--- src/rtl/a2d_sched_pkg.sv ---
// Shared types and channel map for the A2D round-robin conversion scheduler.
package a2d_sched_pkg;

  typedef enum logic [2:0] {ST_IDLE, ST_CMD, ST_GAP, ST_READ, ST_CAPT} st_t;

  localparam logic [2:0] CH_LFT   = 3'd0;
  localparam logic [2:0] CH_RGHT  = 3'd4;
  localparam logic [2:0] CH_STEER = 3'd5;
  localparam logic [2:0] CH_BATT  = 3'd6;

  function automatic logic [2:0] slot_ch(input logic [1:0] slot);
    case (slot)
      2'd0:    return CH_LFT;
      2'd1:    return CH_RGHT;
      2'd2:    return CH_STEER;
      default: return CH_BATT;
    endcase
  endfunction

endpackage

--- src/rtl/a2d_sched_if.sv ---
// Handshake between the conversion scheduler (master) and the A2D SPI master (slave).
interface a2d_sched_if;
  logic        wrt;
  logic [15:0] cmd;
  logic        done;
  logic [15:0] resp;

  modport master (output wrt, output cmd, input done, input resp);
  modport slave  (input wrt, input cmd, output done, output resp);
endinterface

--- src/rtl/a2d_watchdog.sv ---
// Per-frame watchdog: counter cleared on each frame start, expire when it reaches TIMEOUT_CYC-1.
module a2d_watchdog #(
  parameter int TIMEOUT_CYC = 4096
) (
  input  logic clk,
  input  logic rst,
  input  logic load,
  input  logic run,
  output logic expire
);

  localparam int W = (TIMEOUT_CYC > 2) ? $clog2(TIMEOUT_CYC) : 1;
  localparam logic [W-1:0] LAST = W'(TIMEOUT_CYC - 1);

  logic [W-1:0] cnt;

  always_ff @(posedge clk or posedge rst) begin
    if (rst)
      cnt <= '0;
    else if (load)
      cnt <= '0;
    else if (run && cnt != LAST)
      cnt <= cnt + 1'b1;
  end

  assign expire = run && (cnt == LAST);

endmodule

--- src/rtl/a2d_sched.sv ---
// Round-robin ADC128S conversion scheduler: two SPI frames per request, results per slot.
// IDLE: wait for request | CMD: frame 1 in flight | GAP: SS_n spacing | READ: frame 2 | CAPT: vld cycle
module a2d_sched
  import a2d_sched_pkg::*;
#(
  parameter int TIMEOUT_CYC = 4096
) (
  input  logic              clk,
  input  logic              rst,
  input  logic              nxt,
  input  logic              clr_err,
  a2d_sched_if.master       spi,
  output logic [11:0]       lft_ld,
  output logic [11:0]       rght_ld,
  output logic [11:0]       steer_pot,
  output logic [11:0]       batt,
  output logic              vld,
  output logic [1:0]        chan_idx,
  output logic              timeout_err,
  output logic [7:0]        ovr_cnt
);

  st_t              state, state_n;
  logic             wrt_q, wrt_n;
  logic [15:0]      cmd_q, cmd_n;
  logic [3:0][11:0] res_q, res_n;
  logic             vld_n, terr_n, pend, pend_n, expire, run;
  logic [1:0]       idx_n;
  logic [7:0]       ovr_n;

  assign run = (state == ST_CMD) || (state == ST_READ);

  a2d_watchdog #(.TIMEOUT_CYC(TIMEOUT_CYC)) u_wdog (
    .clk    (clk),
    .rst    (rst),
    .load   (wrt_n),
    .run    (run),
    .expire (expire)
  );

  always_ff @(posedge clk or posedge rst) begin
    if (rst) begin
      state       <= ST_IDLE;
      wrt_q       <= 1'b0;
      cmd_q       <= '0;
      res_q       <= '0;
      vld         <= 1'b0;
      chan_idx    <= '0;
      timeout_err <= 1'b0;
      ovr_cnt     <= '0;
      pend        <= 1'b0;
    end else begin
      state       <= state_n;
      wrt_q       <= wrt_n;
      cmd_q       <= cmd_n;
      res_q       <= res_n;
      vld         <= vld_n;
      chan_idx    <= idx_n;
      timeout_err <= terr_n;
      ovr_cnt     <= ovr_n;
      pend        <= pend_n;
    end
  end

  always_comb begin
    state_n = state;
    wrt_n   = 1'b0;
    cmd_n   = cmd_q;
    res_n   = res_q;
    vld_n   = 1'b0;
    idx_n   = chan_idx;
    terr_n  = timeout_err;
    ovr_n   = ovr_cnt;
    pend_n  = pend;

    if (clr_err) begin
      terr_n = 1'b0;
      ovr_n  = '0;
    end

    // Clear beats a simultaneous drop; a timeout set (below) beats clear.
    if (state != ST_IDLE && nxt) begin
      if (!pend)
        pend_n = 1'b1;
      else if (!clr_err && ovr_cnt != 8'hFF)
        ovr_n = ovr_cnt + 8'd1;
    end

    case (state)
      ST_IDLE: begin
        if (nxt || pend) begin
          state_n = ST_CMD;
          wrt_n   = 1'b1;
          cmd_n   = {2'b00, slot_ch(chan_idx), 11'h000};
          pend_n  = pend && nxt;
        end
      end
      ST_CMD: begin
        if (spi.done) begin
          state_n = ST_GAP;
        end else if (expire) begin
          state_n = ST_IDLE;
          terr_n  = 1'b1;
          idx_n   = chan_idx + 2'd1;
        end
      end
      ST_GAP: begin
        state_n = ST_READ;
        wrt_n   = 1'b1;
      end
      ST_READ: begin
        if (spi.done) begin
          state_n         = ST_CAPT;
          res_n[chan_idx] = spi.resp[11:0];
          vld_n           = 1'b1;
        end else if (expire) begin
          state_n = ST_IDLE;
          terr_n  = 1'b1;
          idx_n   = chan_idx + 2'd1;
        end
      end
      ST_CAPT: begin
        state_n = ST_IDLE;
        idx_n   = chan_idx + 2'd1;
      end
      default: state_n = ST_IDLE;
    endcase
  end

  assign spi.wrt   = wrt_q;
  assign spi.cmd   = cmd_q;
  assign lft_ld    = res_q[0];
  assign rght_ld   = res_q[1];
  assign steer_pot = res_q[2];
  assign batt      = res_q[3];

endmodule

--- src/flat_wrapper.sv ---
// flat-port wrapper written by rule: the top's interface ports become plain ports
module a2d_sched_flat import a2d_sched_pkg::*;
#(
  parameter int TIMEOUT_CYC = 4096
)
  (clk, rst, nxt, clr_err, lft_ld, rght_ld, steer_pot, batt, vld, chan_idx, timeout_err, ovr_cnt, spi_wrt, spi_cmd, spi_done, spi_resp);
  a2d_sched_if spi_i ();
  input  logic clk;
  input  logic rst;
  input  logic nxt;
  input  logic clr_err;
  output logic [11:0] lft_ld;
  output logic [11:0] rght_ld;
  output logic [11:0] steer_pot;
  output logic [11:0] batt;
  output logic vld;
  output logic [1:0] chan_idx;
  output logic timeout_err;
  output logic [7:0] ovr_cnt;
  output wire logic [$bits(spi_i.wrt)-1:0] spi_wrt;
  output wire logic [$bits(spi_i.cmd)-1:0] spi_cmd;
  input wire logic [$bits(spi_i.done)-1:0] spi_done;
  input wire logic [$bits(spi_i.resp)-1:0] spi_resp;
  assign spi_wrt = spi_i.wrt;
  assign spi_cmd = spi_i.cmd;
  assign spi_i.done = spi_done;
  assign spi_i.resp = spi_resp;
  a2d_sched #(.TIMEOUT_CYC(TIMEOUT_CYC)) u_core (.clk(clk), .rst(rst), .nxt(nxt), .clr_err(clr_err), .spi(spi_i), .lft_ld(lft_ld), .rght_ld(rght_ld), .steer_pot(steer_pot), .batt(batt), .vld(vld), .chan_idx(chan_idx), .timeout_err(timeout_err), .ovr_cnt(ovr_cnt));
endmodule
--- config.mk ---
export PLATFORM = sky130hd
export DESIGN_NAME = a2d_sched_flat
export DESIGN_NICKNAME = d
export VERILOG_FILES = /design/src/rtl/a2d_sched_pkg.sv /design/src/rtl/a2d_sched_if.sv /design/src/rtl/a2d_watchdog.sv /design/src/rtl/a2d_sched.sv /design/src/flat_wrapper.sv
export SDC_FILE = /design/constraint.sdc
export NUM_CORES = 1
export LEC_CHECK = 0
export CAP_MARGIN = 20
export CORE_ASPECT_RATIO = 0.8
export CORE_MARGIN = 3
export CORE_UTILIZATION = 45
export DETAILED_ROUTE_END_ITERATION = 8
export PLACE_DENSITY = 0.77
export SYNTH_ARGS = -nofsm -noshare
export SYNTH_HDL_FRONTEND = slang
export SYNTH_SLANG_ARGS = --single-unit
export TNS_END_PERCENT = 5
--- constraint.sdc ---
create_clock -name clk -period 3.45 [get_ports clk]
set_clock_uncertainty 0.15 [all_clocks]
set_input_delay 0.345 -clock clk [delete_from_list [all_inputs] [get_ports clk]]
set_output_delay 0.345 -clock clk [all_outputs]
set_load 0.005 [all_outputs]
==> impl_summary.log, run 1 <==
INFO  metric yosysUniqueCellTypes = 43
INFO  metric leakagePower = a little over 2 nW
INFO  metric outcome = completed
INFO  metric report.final.slew_viol_count = 0
INFO  metric critical_path.max_stage_delay = ~0.59 ns
INFO  metric max-clock-path-buffers = 2
INFO  metric grt-busiest-layer = met2
INFO  metric synth_edf_count = 0
INFO  metric netlist_area = 3570 um^2
INFO  metric synth_flop_cell = sky130_fd_sc_hd__dfrtp_1
INFO  metric timing.final.hold_violations = 0
INFO  metric cellPowerDensity = about 730 nW/um^2
INFO  metric groute.usage.overall = 0.167
INFO  metric port_buffers = 80
INFO  metric finalCriticalPeriod = 1.96 ns
INFO  metric synth-seq-area-share = 0.560
INFO  metric yosys_register_bits = 80
INFO  metric largest_net_degree_at_the_start_of_global_routing = 60
INFO  metric layout.cells.most_common_list = sky130_fd_sc_hd__clkdlybuf4s50_1 (80), sky130_fd_sc_hd__dfrtp_1 (80), sky130_fd_sc_hd__mux2_1 (41)
INFO  metric cts.repair.resized = 0
INFO  metric cpLargestDelayFamily = compound AO/OA/AOI/OAI gates
INFO  metric antenna_found_initial = 0
INFO  metric cts_hold_buf = 0
INFO  metric synth_largest_area_cell = sky130_fd_sc_hd__dfrtp_1
INFO  metric layout-drive-gt1-share = 0.116
INFO  metric core-area = roughly 7600 um^2
INFO  metric hold_slack = 0.0772 ns
INFO  metric switching_power = roughly 1.1 mW
INFO  metric cts_tree = done
INFO  metric start_util = 0.472
INFO  metric clock_power_share = 0.187
INFO  metric drt_first_pass_iters = 4
INFO  metric post_synth_main_area_contributors = sky130_fd_sc_hd__dfrtp_1 (56%), sky130_fd_sc_hd__mux2_1 (13%), sky130_fd_sc_hd__buf_4 (3.8%)
INFO  metric swShare = 0.318
INFO  metric grt_first_pass_wirelength = ~12 mm
INFO  metric critical_path_arrival = roughly 2.1 ns
INFO  metric detailroute.via_count = 2421
INFO  metric hpwlAfterDp = roughly 5.4 mm
INFO  metric share_comb_of_total_power = 0.365
INFO  metric r2r_cells = 5
INFO  metric fp.dieW = 106 um
INFO  metric stdcell_count = ~480
INFO  metric finalSetupTns = 0 ns
INFO  metric final-setup-viol-count = 0
INFO  metric postSynth.asyncResetShare = 1.00
INFO  metric fp.dieArea = between 9000 and 10000 um^2
INFO  metric layout_filler_cell_count = 630
INFO  metric first_global_vias = roughly 2400
INFO  metric number_of_setup_buffers_added_after_cts = 0
INFO  metric timing.critical_path.buf_inv = 0
INFO  metric min_path_type = in2async
INFO  metric seqPwrFrac = 0.448
INFO  metric cts_root_buf = sky130_fd_sc_hd__clkbuf_8
INFO  metric place.gp.congestion = between 0.7 and 0.8
INFO  metric drt_iter0_drc = 90
INFO  metric layout_utilization = 0.611
INFO  metric final_net_count = slightly below 400
INFO  metric clkTransAtPathRegs = 0.09 ns
INFO  metric grt_util_met2 = 0.277
INFO  metric row_count = 28
INFO  metric dpl-instance-area = approximately 4400 um^2
INFO  metric yosys_warnings = 0
INFO  metric num_io_pins = 98
INFO  metric timing_worst_slew_pin_value = 0.574 ns
INFO  metric post_drt_via_cell_ratio = around 5.1
INFO  metric antennaDiodeCount = 0
INFO  metric final_non_filler_cell_area = approximately 4600 um^2
INFO  metric post-route-worst-setup-slack = roughly 1.5 ns
INFO  metric wl_per_cell = about 15 um
INFO  metric critical_path.slowest_cell = sky130_fd_sc_hd__o31ai_2
INFO  metric critical_path_peak_fanout = 9
INFO  metric synthToLayoutAreaGrowth = 29.3%
INFO  metric slew-limit-headroom = 0.615
INFO  metric crit_required = between 3 and 4 ns
INFO  metric htree_levels = 3
INFO  metric clock_sink_total = 80
INFO  metric final_min_period_over_clock_period = 0.569
INFO  metric report.power.total = about 3.4 mW
INFO  metric synthCells = 283
INFO  metric postRouteAntennaNets = 0
INFO  metric post_synth.cell_area_avg = 12.6 um^2
INFO  metric critical_setup_path_kind = reg2reg
INFO  metric cts_inserted_buffers = 9
INFO  metric drc_errors = 0
INFO  metric clock_latency = 0.35 ns
INFO  metric yosys.area.top_type_share = 0.560
INFO  metric critical_path_depth = 5
INFO  metric grtUsageMet1 = 0.225
INFO  metric grt_overflow_total = 0
INFO  metric vdd_drop_max = 386 uV
INFO  metric timing.fmax = ~0.5 GHz
INFO  metric power.internal = 2.30 mW
INFO  metric maxCapViolations = 0
INFO  metric setup.worst_path.end_class = register
INFO  metric detail_route.wirelength = 7.33 mm
INFO  metric unrepaired_setup_endpoints_after_global_routing = false
INFO  metric chipHeight = between 80 and 90 um
INFO  metric groute.layer.met3.usage = 0.0406
INFO  metric post-place-ws = ~1.1 ns
INFO  metric crit_path_start_kind = register
INFO  metric cp_cell_sequence = ha_1, nand3_1, o31ai_2, o21ai_0, a21oi_1
INFO  metric dpl.cell_count = 460
==> metal layers <==
metal,part of all wire,vias up
met2,0.50,51
met5,0,-
met1,0.45,1203
li1,-,1162
met3,0.040,5
met4,0.0059,0
==> worst paths after layout <==
path	startpoint	endpoint	slack [ns]
worst max-delay path	u_core.u_wdog.cnt[1]$_DFFE_PP0P_	u_core.u_wdog.cnt[5]$_DFFE_PP0P_	1.49
worst min-delay path	rst	u_core.batt[4]$_DFFE_PP0P_	0.08
worst max register to register	u_core.u_wdog.cnt[1]$_DFFE_PP0P_	u_core.u_wdog.cnt[5]$_DFFE_PP0P_	1.49
worst min register to register	u_core.spi.cmd[13]$_DFFE_PP0P_	u_core.spi.cmd[13]$_DFFE_PP0P_	0.34
max in group asynchronous	rst	u_core.steer_pot[10]$_DFFE_PP0P_	2.32
min in group clk	u_core.spi.cmd[13]$_DFFE_PP0P_	u_core.spi.cmd[13]$_DFFE_PP0P_	0.34
==> cells in the mapped netlist (2+ instances only) <==
cell type,n
sky130_fd_sc_hd__buf_2,3
sky130_fd_sc_hd__nor2_1,12
sky130_fd_sc_hd__and3_1,5
sky130_fd_sc_hd__nand4_1,6
sky130_fd_sc_hd__inv_1,11
sky130_fd_sc_hd__a31o_2,2
sky130_fd_sc_hd__a21oi_1,7
sky130_fd_sc_hd__o21ai_0,10
sky130_fd_sc_hd__nand3_1,7
sky130_fd_sc_hd__mux2_1,41
sky130_fd_sc_hd__or4_1,2
sky130_fd_sc_hd__dfrtp_1,80
sky130_fd_sc_hd__buf_4,18
sky130_fd_sc_hd__or3_1,2
sky130_fd_sc_hd__mux2_2,10
sky130_fd_sc_hd__nand2_2,4
sky130_fd_sc_hd__nand2_1,10
sky130_fd_sc_hd__o211ai_1,7
sky130_fd_sc_hd__o31ai_1,4
sky130_fd_sc_hd__nor4_1,2
sky130_fd_sc_hd__ha_1,8
sky130_fd_sc_hd__nor3_1,6
sky130_fd_sc_hd__xnor2_1,2
sky130_fd_sc_hd__xor2_1,4
sky130_fd_sc_hd__and4b_1,2
==> cell families (layout without fill, tap and decap cells) <==
family / after synthesis / count (layout) / share of synthesized area
flip-flops: 80 / 80 / 0.560
AND/OR/NAND/NOR: 64 / 64 / 0.0991
multiplexers: 52 / 52 / 0.164
AO/OA/AOI/OAI: 39 / 39 / 0.0788
buffers and inverters: 33 / 110 / 0.0546
adder cells (fa/ha/maj): 8 / 8 / 0.0280
XOR/XNOR: 6 / 6 / 0.0147
other: 1 / 13 / 0.00105
==> final cells by class <==
type	count	area, um^2	share of cell area
Sequential cell	80	2000	0.433
Multi-Input combinational cell	182	1420	0.308
Timing Repair Buffer	83	843	0.183
Tap cell	105	131	0.0284
Clock buffer	9	124	0.0268
Clock inverter	7	56.3	0.0122
Inverter	11	42.5	0.00921
==> sequential cells by signal (all words and copies together), names as in the netlist <==
name and count:
u_core.batt 12, u_core.chan_idx 2, u_core.lft_ld 12, u_core.ovr_cnt 8, u_core.pend 1, u_core.rght_ld 12
u_core.spi.cmd 3, u_core.spi.wrt 1, u_core.state 3, u_core.steer_pot 12, u_core.timeout_err 1, u_core.u_wdog.cnt 12
u_core.vld 1
==> power groups by stage <==
stage / combinational [mW] / sequential, mW / clock, mW
after detailed placement: 1.24 / 1.53 / 0
after global placement: 1.21 / 1.51 / 0
after global routing: 1.34 / 1.56 / 0.686
after floorplan: 0.552 / 1.48 / 0
after CTS: 1.25 / 1.51 / 0.647
final: 1.23 / 1.51 / 0.630
Power figures use the tool's default switching activity.
==> inputs of run 2 (changes only) <==
- CORE_UTILIZATION: 45 -> 43
- PLACE_DENSITY: 0.77 -> 0.78
- clock period: 3.45 -> 1.6 ns (I/O delays scaled with it)
==> run 2 against run 1 <==
- utilization is 4.2 points higher
- non-clock buffer count is 50 higher
- hold slack better by 0.037 ns
- die area is 4.3% higher
- clock-buffer cell count stayed put
- the flow now finishes with violations (setup timing)
- total power is 140% higher
- critical path type unchanged
- routed wire length is 15% higher
- global-route usage is 1.6 points higher
- highest routed layer unchanged
==> impl_summary.log, run 2 (same netlist as run 1, synthesis figures left out) <==
INFO  metric vdd_drop_max = 744 uV (+93%)
INFO  metric place.gp.congestion = 0.897 (+16%)
INFO  metric critical_path_arrival = 1.78 ns (-0.30 ns)
INFO  metric drt_iter0_drc = 108 (+20%)
INFO  metric hpwlAfterDp = 5.89 mm (+9.5%)
INFO  metric start_util = 0.446 (-0.0266)
INFO  metric multi_input_comb_area = 1600 um^2 (+12%)
INFO  metric final-setup-viol-count = 33 (+33)
INFO  metric fp.dieW = 108 um (+2.2%)
INFO  metric chipHeight = 87.5 um (+2.1%)
INFO  metric cts_hold_buf = 0 (unchanged)
INFO  metric finalCriticalPeriod = 1.70 ns (-0.266 ns)
INFO  metric core-area = 8020 um^2 (+6.0%)
INFO  metric worstReg2RegStart = u_core.ovr_cnt[0]$_DFF_PP0_
INFO  metric antenna_found_initial = 0 (unchanged)
INFO  metric setup.worst_path.end_class = register
INFO  metric violations = setup timing
INFO  metric outcome = complete, but fails checks
INFO  metric report.final.slew_viol_count = 0 (unchanged)
INFO  metric first_global_vias = 2730 (+14%)
INFO  metric drt_first_pass_iters = 4 (unchanged)
INFO  metric cts_root_buf = sky130_fd_sc_hd__clkbuf_8
INFO  metric crit_path_start_kind = register
INFO  metric clock_latency = 0.35 ns (about the same)
INFO  metric wl_per_cell = 15.9 um (+3.5%)
INFO  metric antennaDiodeCount = 0 (unchanged)
INFO  metric layout_utilization = 0.652 (+0.0416)
INFO  metric htree_levels = 3 (unchanged)
INFO  metric grt_overflow_total = 0 (unchanged)
INFO  metric layout-drive-gt1-share = 0.315 (+0.200)
INFO  metric drc_errors = 0 (unchanged)
INFO  metric post_drt_via_cell_ratio = 5.02 (-1.2%)
INFO  metric row_count = 29 (+3.6%)
INFO  metric timing.fmax = 0.589 GHz (+16%)
INFO  metric postRouteAntennaNets = 0 (unchanged)
INFO  metric unrepaired_setup_endpoints_after_global_routing = true
INFO  metric groute.usage.overall = 0.183 (+0.0162)
INFO  metric detail_route.wirelength = 8.42 mm (+15%)
INFO  metric layout_filler_cell_count = 613 (-2.7%)
INFO  metric grt_first_pass_wirelength = 13.5 mm (+11%)
INFO  metric fp.dieArea = 9450 um^2 (+4.3%)
INFO  metric crit_required = 1.68 ns (-1.88 ns)
INFO  metric leakagePower = 2.62 nW (+29%)
INFO  metric cellPowerDensity = 1570 nW/um^2 (+120%)
INFO  metric clock_sink_total = 80 (unchanged)
INFO  metric detailroute.via_count = 2659 (+9.8%)
INFO  metric critical_setup_path_kind = reg2reg
INFO  metric min_path_type = in2async
INFO  metric layout.cells.most_common_list = sky130_fd_sc_hd__dfrtp_1 (78), sky130_fd_sc_hd__clkdlybuf4s50_1 (63), sky130_fd_sc_hd__buf_4 (45)
INFO  metric clkTransAtPathRegs = 0.09 ns (about the same)
INFO  metric final_net_count = 446 (+13%)
INFO  metric cts_tree = done
INFO  metric dpl-instance-area = 4800 um^2 (+8.8%)
INFO  metric synthToLayoutAreaGrowth = 46.4%
INFO  metric register_area = 2000 um^2 (+0.12%)
INFO  metric port_buffers = 80 (unchanged)
INFO  metric layout.cells.most_common = sky130_fd_sc_hd__dfrtp_1
INFO  metric num_io_pins = 98 (unchanged)
INFO  metric timing.final.hold_violations = 0 (unchanged)
INFO  metric max-clock-path-buffers = 2 (unchanged)
INFO  metric final_non_filler_cell_area = 5230 um^2 (+13%)
INFO  metric timing.critical_path.from = u_core.ovr_cnt[0]$_DFF_PP0_
INFO  metric largest_net_degree_at_the_start_of_global_routing = 81 (+35%)
INFO  metric critical_path_peak_fanout = 3 (-6)
INFO  metric cts_inserted_buffers = 9 (unchanged)
INFO  metric maxCapViolations = 0 (unchanged)
INFO  metric final_min_period_over_clock_period = 1.06 (+0.492)
INFO  metric post-route-worst-setup-slack = -0.0979 ns (-1.58 ns)
-- run 2: final cells by class --
class | instances | share of cell area
Sequential cell | 80 | 0.383
Inverter | 11 | 0.00861
Clock inverter | 7 | 0.0100
Clock buffer | 9 | 0.0237
Multi-Input combinational cell | 182 | 0.306
Tap cell | 108 | 0.0258
Timing Repair Buffer | 133 | 0.243
-- run 2: through the flow --
step	total power [mW]	instances	TNS, ns	worst slack [ns]	hold WS [ns]
after floorplan	4.39	295	-3.59	-0.129	0.121
after global placement	6.36	509	-13.67	-0.277	0.319
after detailed placement	6.48	509	-15.92	-0.350	0.333
after CTS	8.21	528	-1.01	-0.0648	0.134
after global routing	8.75	530	-3.25	-0.181	0.141
final	8.23	530	-0.992	-0.0979	0.114
-- run 2: critical path, stage by stage, from the launching register on --
cell and delay, ns:
sky130_fd_sc_hd__dfrtp_1 0.36, sky130_fd_sc_hd__ha_2 0.20, sky130_fd_sc_hd__nand4_1 0.13, sky130_fd_sc_hd__buf_4 0.17, sky130_fd_sc_hd__o211ai_1 0.21, sky130_fd_sc_hd__buf_4 0.16
sky130_fd_sc_hd__xor2_1 0.14, sky130_fd_sc_hd__nor2_1 0.05
-- run 2: path summary, 6_finish.rpt --
path                                             endpoint  slack (ns)  depth (start not counted)
min in group clk                    u_core.pend$_DFF_PP0_        0.34                          3
max in group asynchronous     u_core.state[0]$_DFFE_PP0P_        0.83                          3
min                                  u_core.vld$_DFF_PP0_        0.11                          3
max reg2reg                   u_core.ovr_cnt[3]$_DFF_PP0_        -0.1                          7
max                           u_core.ovr_cnt[3]$_DFF_PP0_        -0.1                          7
min reg2reg                u_core.spi.cmd[13]$_DFFE_PP0P_        0.35                          2
-- run 2: timing repair --
| item | in CTS | in global routing |
|---|---|---|
| gates resized for setup | 43 | 28 |
| pin swaps | 14 | 6 |
| endpoints found under the setup margin | 76 | 79 |
| buffers inserted | 3 | 2 |
-- run 2: routing by layer --
metal	routed length, um	track usage	share of wire	vias to the layer above
met5	0	0	0	-
met1	4010	0.256	0.48	1308
li1	-	-	-	1257
met4	102	0.0550	0.012	0
met3	510	0.0553	0.061	10
met2	3800	0.279	0.45	84
-- run 2: power breakdown --
part           switching, mW  internal (mW)  total, mW
registers              0.462           2.73       3.19
logic                   1.35           2.33       3.68
clock network          0.779          0.580       1.36
total                   2.59           5.64       8.23
==> inputs of run 3 (changes only) <==
- CORE_UTILIZATION: 43 -> 45
- CTS_BUF_LIST: not set -> sky130_fd_sc_hd__clkbuf_8
- PLACE_DENSITY: 0.78 -> 0.8
==> run 3 against run 2 <==
- the flow still finishes with violations (setup timing)
- fmax down 0.39%
- critical endpoint is now u_core.rght_ld[11]$_DFFE_PP0P_
- flip-flop and latch count is the same
- combinational power increased by 1%
- sequential power is essentially flat
- cell area is 1.7% higher
- routed wire length grew 9.7%
- setup slack lost 0.0066 ns
- non-clock buffer count increased by 5
- first-iteration DRC count down 7.4%
- global-route usage rose by 1.5 points
- critical path type unchanged
==> impl_summary.log, run 3 (same netlist as run 1, synthesis figures left out) <==
INFO  metric outcome = complete, but fails checks
INFO  metric violations = setup timing
INFO  metric timing.fmax = 0.587 GHz (-0.39%)
INFO  metric vdd_drop_max = 626 uV (-16%)
INFO  metric chipHeight = 85.7 um (-2.1%)
INFO  metric groute.usage.overall = 0.198 (+0.0150)
INFO  metric hpwlAfterDp = 6.07 mm (+3.2%)
INFO  metric maxCapViolations = 0 (unchanged)
INFO  metric clock_sink_total = 80 (unchanged)
INFO  metric fp.dieW = 106 um (-2.1%)
INFO  metric layout-drive-gt1-share = 0.327 (+0.0119)
INFO  metric layout_utilization = 0.703 (+0.0503)
INFO  metric unrepaired_setup_endpoints_after_global_routing = true
INFO  metric leakagePower = 2.58 nW (-1.5%)
INFO  metric critical_path_peak_fanout = 7 (+4)
INFO  metric cts_tree = done
INFO  metric cp_cell_sequence = and4b_2, nand2_2, buf_12, mux2_1
INFO  metric critical_path_arrival = 1.78 ns (about the same)
INFO  metric critical_path.slowest_cell = sky130_fd_sc_hd__dfrtp_2
INFO  metric layout.cells.most_common_list = sky130_fd_sc_hd__dfrtp_1 (77), sky130_fd_sc_hd__clkdlybuf4s50_1 (65), sky130_fd_sc_hd__buf_4 (48)
INFO  metric antenna_found_initial = 0 (unchanged)
INFO  metric layout.cells.most_common = sky130_fd_sc_hd__dfrtp_1
INFO  metric timing.critical_path.from = u_core.state[0]$_DFFE_PP0P_
INFO  metric cts_hold_buf = 0 (unchanged)
INFO  metric port_buffers = 80 (unchanged)
INFO  metric setup.worst_path.end_class = register
INFO  metric final_net_count = 452 (+1.3%)
INFO  metric grt_first_pass_wirelength = 14.1 mm (+4.4%)
INFO  metric met3WireLength = 521 um (+2.2%)
INFO  metric place.gp.congestion = 0.778 (-13%)
INFO  metric critical_path.max_stage_delay = 0.46 ns (+0.10 ns)
INFO  metric final-setup-viol-count = 59 (+79%)
INFO  metric postRouteAntennaNets = 0 (unchanged)
INFO  metric start_util = 0.472 (+0.0266)
INFO  metric final_min_period_over_clock_period = 1.07 (+0.00413)
INFO  metric drt_iter0_drc = 100 (-7.4%)
INFO  metric post_drt_via_cell_ratio = 5.16 (+2.8%)
INFO  metric clkTransAtPathRegs = 0.08 ns (about the same)
INFO  metric crit_path_start_kind = register
INFO  metric hold_slack = 0.119 ns (+0.00511 ns)
INFO  metric finalCriticalPeriod = 1.70 ns (+0.00661 ns)
INFO  metric drt_first_pass_iters = 4 (unchanged)
INFO  metric min_path_type = in2async
INFO  metric fp.dieArea = 9050 um^2 (-4.2%)
INFO  metric core-area = 7570 um^2 (-5.6%)
INFO  metric row_count = 28 (-3.4%)
INFO  metric htree_levels = 3 (unchanged)
INFO  metric timing.critical_path.buf_inv = 1 (-1)
INFO  metric post-route-worst-setup-slack = -0.105 ns (-0.00661 ns)
INFO  metric cpLargestDelayFamily = simple AND/OR/NAND/NOR gates
INFO  metric synthToLayoutAreaGrowth = 48.8%
INFO  metric cts_root_buf = sky130_fd_sc_hd__clkbuf_8
INFO  metric detailroute.via_count = 2750 (+3.4%)
INFO  metric cts_inserted_buffers = 9 (unchanged)
INFO  metric max-clock-path-buffers = 2 (unchanged)
INFO  metric crit_required = 1.68 ns (about the same)
INFO  metric drc_errors = 0 (unchanged)
INFO  metric first_global_vias = 2769 (+1.4%)
INFO  metric worstReg2RegStart = u_core.state[0]$_DFFE_PP0P_
INFO  metric wl_per_cell = 17.3 um (+9.1%)
INFO  metric timing.final.hold_violations = 0 (unchanged)
INFO  metric num_io_pins = 98 (unchanged)
INFO  metric detail_route.wirelength = 9.24 mm (+9.7%)
INFO  metric cellPowerDensity = 1540 nW/um^2 (-1.9%)
INFO  metric finalSetupTns = -2.54 ns (-1.55 ns)
INFO  metric critical_setup_path_kind = reg2reg
INFO  metric wl_met2 = 4.60 mm (+21%)
INFO  metric largest_net_degree_at_the_start_of_global_routing = 81 (unchanged)
INFO  metric top_layer_used = met4
INFO  metric met1_length = 3.99 mm (-0.32%)
INFO  metric report.final.slew_viol_count = 0 (unchanged)
INFO  metric clock_latency = 0.35 ns (about the same)
INFO  metric grt_overflow_total = 0 (unchanged)
INFO  metric antennaDiodeCount = 0 (unchanged)
## run 3: through the flow
stage	cell area, um^2	worst slack [ns]	power [mW]	instances
after CTS	5130	-0.0647	8.00	530
after global routing	5320	-0.143	8.67	533
after floorplan	3620	-0.129	4.39	295
after global placement	4780	-0.280	6.28	505
final	5320	-0.105	8.21	533
after detailed placement	4780	-0.325	6.43	505
## run 3: area by class of cell
type                    count  area, um^2
fillers                   520        2250
flip-flops and latches     80        2010
multi-input cells         183        1650
repair buffers            138        1320
well taps                 105         131
clock buffers               9         124
inverters                  11        45.0
clock inverters             7        41.3
## run 3: where the power goes
part / internal (mW) / switching (mW) / total, mW
Sequential: 2.73 / 0.470 / 3.20
Clock: 0.549 / 0.738 / 1.29
Combinational: 2.29 / 1.43 / 3.72
Total: 5.57 / 2.64 / 8.21
## run 3: path summary, 6_finish.rpt
path / slack, ns / end / cells past startpoint
worst max-delay path: -0.10 / u_core.rght_ld[11]$_DFFE_PP0P_ / 4
max in group asynchronous: 0.84 / u_core.u_wdog.cnt[2]$_DFFE_PP0P_ / 3
worst min register to register: 0.35 / u_core.lft_ld[7]$_DFFE_PP0P_ / 1
worst min-delay path: 0.12 / u_core.ovr_cnt[3]$_DFF_PP0_ / 3
worst max register to register: -0.10 / u_core.rght_ld[11]$_DFFE_PP0P_ / 4
min in group clk: 0.35 / u_core.lft_ld[7]$_DFFE_PP0P_ / 1
## run 3: layer usage
metal	global-route usage	vias up
met4	0.0576	0
li1	-	1268
met2	0.328	85
met3	0.0655	12
met1	0.252	1385
met5	0	-
## run 3: worst reg2reg max path, delay by kind of cell, from the launching register on
family                 cells  cell delay (ns)
DFF                        1             0.46
and+or+nand+nor            2             0.49
muxes                      1             0.32
buffers and inverters      1             0.17
## run 3: what timing repair did
action | in CTS | in global routing
pin swaps | 19 | 13
cloned | 2 | 0
buffers inserted | 7 | 3
endpoints found under the setup margin | 76 | 80
gates resized for setup | 36 | 42
